[src/rtl/serial_sub_restorer_pkg.sv]
// Shared constants and state encoding for the bit-serial minuend restorer.
// Imported by the restorer top level.
package serial_sub_restorer_pkg;

  localparam int W_DEF = 4;

  localparam logic [1:0] IDLE  = 2'd0;
  localparam logic [1:0] SHIFT = 2'd1;
  localparam logic [1:0] DONE  = 2'd2;

  typedef enum logic [1:0] {
    ST_IDLE  = IDLE,
    ST_SHIFT = SHIFT,
    ST_DONE  = DONE
  } state_t;

  function automatic int cnt_width(input int w);
    return (w < 2) ? 1 : $clog2(w);
  endfunction

  localparam int CNT_W_DEF = cnt_width(W_DEF);

endpackage

[src/rtl/FullAdder.sv]
// Single-bit full adder shared across the team's arithmetic blocks.
// Purely combinational.
module FullAdder (
  input  logic a,
  input  logic b,
  input  logic cin,
  output logic sum,
  output logic cout
);

  assign sum  = a ^ b ^ cin;
  assign cout = (a & b) | (cin & (a ^ b));

endmodule

[src/rtl/serial_sub_restorer.sv]
// Rebuilds X = D + Y + ~C_i one bit per clock, LSB first, using one
// full adder and a start/busy/done handshake.
module serial_sub_restorer
  import serial_sub_restorer_pkg::*;
#(
  parameter int W = W_DEF
) (
  input  logic         clk,
  input  logic         rst,
  input  logic         start,
  input  logic [W-1:0] D,
  input  logic [W-1:0] Y,
  input  logic         C_i,
  output logic [W-1:0] X,
  output logic         C_r,
  output logic         busy,
  output logic         done
);

  localparam int CW = cnt_width(W);
  localparam logic [CW-1:0] LAST = CW'(W - 1);

  state_t        state;
  logic [W-1:0]  sh_d;
  logic [W-1:0]  sh_y;
  logic [W-1:0]  sh_r;
  logic          carry;
  logic [CW-1:0] cnt;
  logic          sum;
  logic          cout;

  FullAdder u_fa (
    .a   (sh_d[0]),
    .b   (sh_y[0]),
    .cin (carry),
    .sum (sum),
    .cout(cout)
  );

  always_ff @(posedge clk) begin
    if (rst) begin
      state <= ST_IDLE;
      sh_d  <= '0;
      sh_y  <= '0;
      sh_r  <= '0;
      carry <= 1'b0;
      cnt   <= '0;
      X     <= '0;
      C_r   <= 1'b0;
      busy  <= 1'b0;
      done  <= 1'b0;
    end else begin
      unique case (state)
        ST_IDLE: begin
          if (start) begin
            sh_d  <= D;
            sh_y  <= Y;
            carry <= ~C_i;
            cnt   <= '0;
            busy  <= 1'b1;
            state <= ST_SHIFT;
          end
        end
        ST_SHIFT: begin
          sh_d  <= sh_d >> 1;
          sh_y  <= sh_y >> 1;
          sh_r  <= {sum, sh_r[W-1:1]};
          carry <= cout;
          cnt   <= cnt + 1'b1;
          // Outputs load only on the final bit so X never shows partials.
          if (cnt == LAST) begin
            X     <= {sum, sh_r[W-1:1]};
            C_r   <= cout;
            busy  <= 1'b0;
            done  <= 1'b1;
            state <= ST_DONE;
          end
        end
        ST_DONE: begin
          done  <= 1'b0;
          state <= ST_IDLE;
        end
        default: state <= ST_IDLE;
      endcase
    end
  end

endmodule

[config.mk]
export PLATFORM = sky130hd
export DESIGN_NAME = serial_sub_restorer
export DESIGN_NICKNAME = d
export VERILOG_FILES = /design/src/rtl/serial_sub_restorer_pkg.sv /design/src/rtl/FullAdder.sv /design/src/rtl/serial_sub_restorer.sv
export SDC_FILE = /design/constraint.sdc
export NUM_CORES = 1
export LEC_CHECK = 0
export ABC_CLOCK_PERIOD_IN_PS = 1800
export CAP_MARGIN = 25
export CELL_PAD_IN_SITES_DETAIL_PLACEMENT = 1
export CELL_PAD_IN_SITES_GLOBAL_PLACEMENT = 2
export CORE_UTILIZATION = 35
export CTS_BUF_LIST = sky130_fd_sc_hd__clkbuf_4
export DETAILED_ROUTE_END_ITERATION = 7
export PLACE_DENSITY = 0.93
export SLEW_MARGIN = 20
export SYNTH_ARGS = -nofsm -noshare
export SYNTH_HDL_FRONTEND = slang
export SYNTH_SLANG_ARGS = --single-unit
[constraint.sdc]
create_clock -name clk -period 1.8 [get_ports clk]
set_input_delay 0.27 -clock clk [delete_from_list [all_inputs] [get_ports clk]]
set_output_delay 0.27 -clock clk [all_outputs]
set_load 0.01 [all_outputs]
==> results.toml <==
[routing]
drc = 0
via_per_inst = 5.21
dr_total_vias = 818
ant_nets = 0
wl_per_cell_um = 14.5
drtIter0Drc = 10
drt_pass1_iterations = 3
drt-total-wl_um = 2280

[synthesis]
seq_area_frac_synth_pct = 44.4
synthMuxAreaShare_pct = 6.76
synth-compound-area-share_pct = 16.8
synth_xor_area_share_pct = 0
synth_nets = 123
yosysUniqueCellTypes = 29
avgSynthCellArea_um2 = 9.50
synth_top_family_by_area = "simple AND/OR/NAND/NOR gates"
yosys_warnings = 0
ys_ff_latch = 23
netlist_area_mm2 = 0.00104
yosys.area_share.simple_pct = 23.3
synthAdderAreaFrac_pct = 3.14
syn_inst = 109

[clocking]
cts_sinks = 23
cts_hold_buffers = 0
post_cts_resized = 0
cts-root-buf = "clkbuf_4"
h-tree-depth = 1
cts_max_path_buffers = 2
numCtsBuffers = 3
tritoncts = "built"
clk_pin_slew_ps = 130
post_cts_buffers = 0
clock_latency_ps = 300

[floorplanning]
pin_count = 19
die_h_um = 56.4
design.core.area_mm2 = 0.00278
fp.dieW_um = 56.4
fp.dieArea_mm2 = 0.00318
initial_core_util_pct = 37.2
rows = 19

[finish]
drive_above_1_share_pct = 13.5
fillerInstances = 344
final_cell_mix = "dfxtp_1, clkdlybuf4s50_1, a21oi_1"
multiInputGateArea_um2 = 518
syn2layout_area_growth_pct = 22.5
post-route-util_pct = 45.6
layout_commonest_cell = "dfxtp_1"
fin_nets = 141
register_area_um2 = 460
num_antenna_cells = 0

[critical_path]
worstPathCellList = "clkdlybuf4s50_1"
critPathSlowestCell = "clkdlybuf4s50_1"
cp-start-kind = "flop"
path_delay_family = "buffers and inverters"
critical_path_arrival_ps = 1230
slowest_delay_ps = 550
cp.required_ps = 1530
critical_path_buf_inv_count = 1
critPathMaxFanout = 3
endpoint_kind = "output pin"
worstSetupPathType = "flop to output pin"

[placed_design]
place.gp.congestion = 0.723
io_buffers = 18
hpwl_um = 1750

[grt]
first_global_vias = 873
grt_antenna_before_repair = 0
grt_use_total_pct = 16.3
grt_max_degree = 17
overflow = 0
grt_first_pass_wirelength_um = 4060

[worst_hold_path]
hold_class = "flop to flop"

[sta]
timing.final.hold_violations = 0
fin_setup_tns_ps = 0
finalSetupViolations = 0
fin_crit_sh_pct = 83.4
worst_pin_slew_ps = 397
min_period_ps = 1500
rsz0062_at_grt = "false"
relSlewSlack_pct = 73.5
timing.fmax_ghz = 0.666
drv_slew = 0
finalClockSkew_ps = 3.28

[run]
drv_cap = 0

[power_and_ir_drop]
power_leakage_nw = 0.485
power_density_mw_per_mm2 = 736
power.total_mw = 0.934
peakVddDrop_uv = 419

[status]
outcome = "finished clean"
## cells in the mapped netlist
cell      instances  share of area [%]
nand2b_1          3                1.8
ha_1              1                1.2
nor4_2            2                2.4
buf_8             1                1.4
and2_1            1               0.60
nor3_1            3                1.4
a21oi_1          12                5.8
nor2b_1           2                1.2
clkbuf_1          2               0.72
o21ba_4           1                1.6
nand3_1           4                1.9
o21ai_1           1               0.48
dfxtp_1          23                 44
a211oi_2          4                4.8
nand3b_1          2                1.4
nand3b_4          1                1.9
nor2_1           11                4.0
nor2_2            3                1.8
o21ai_0           4                1.9
buf_2             1               0.48
inv_1             1               0.36
and2b_1           1               0.72
a22oi_1           1               0.72
o21bai_1          2                1.4
mux2i_1           7                6.8
fa_1              1                1.9
buf_6             1                1.1
buf_4             2                1.4
nand2_1          11                4.0
## area by class of cell
type / instances / area share [%]
Inverter: 1 / 0.296
Tap cell: 31 / 3.06
Clock inverter: 1 / 0.394
Timing Repair Buffer: 20 / 17.4
Multi-Input combinational cell: 78 / 40.8
Sequential cell: 23 / 36.3
Clock buffer: 3 / 1.78
## state kept, by name, summed over array words and instances, names as in the netlist
signal	flops
X	4
sh_d	4
sh_y	4
sh_r	3
cnt	2
state	2
C_r	1
busy	1
carry	1
done	1
## worst paths after layout
check / startpoint / end / slack (ps) / depth (start not counted)
worst max-delay path: done$_SDFFE_PP0P_ / done / 300 / 1
worst min-delay path: X[1]$_SDFFE_PP0P_ / X[1]$_SDFFE_PP0P_ / 470 / 2
worst max register to register: state[1]$_SDFFE_PP0P_ / cnt[1]$_SDFFE_PP0P_ / 510 / 3
worst min register to register: X[1]$_SDFFE_PP0P_ / X[1]$_SDFFE_PP0P_ / 470 / 2
## report_power, final
group	switching, mW	internal [mW]	total [mW]
sequential	0.0202	0.534	0.554
combinational	0.0690	0.0762	0.145
clock	0.152	0.0828	0.235
total	0.241	0.693	0.934
## per-stage QoR
| stage | worst slack [ps] | instances | instance area, um2 | hold slack (ps) |
|---|---|---|---|---|
| 4_1_cts | 282 | 157 | 1270 | 473 |
| 5_1_grt | 217 | 157 | 1270 | 502 |
| 3_5_place_dp | 334 | 153 | 1240 | 453 |
| 2_1_floorplan | 611 | 109 | 1040 | 335 |
| 3_3_place_gp | 367 | 153 | 1240 | 447 |
| 6_report | 299 | 157 | 1270 | 466 |
## metal layers
layer | GRT usage (%) | share of wire [%]
met1 | 22.1 | 48
met2 | 26.4 | 48
met3 | 3.00 | 2.5
met4 | 5.23 | 0.83
met5 | 0 | 0
## kinds of logic (layout without fill, tap and decap cells)
logic type,count (synthesis),count (layout)
adders and majority gates,2,2
AOI/OAI and AO/OA,25,25
and+or+nand+nor,44,44
muxes,7,7
buffers and inverters,8,25
DFF,23,23
Power figures use the tool's default switching activity.
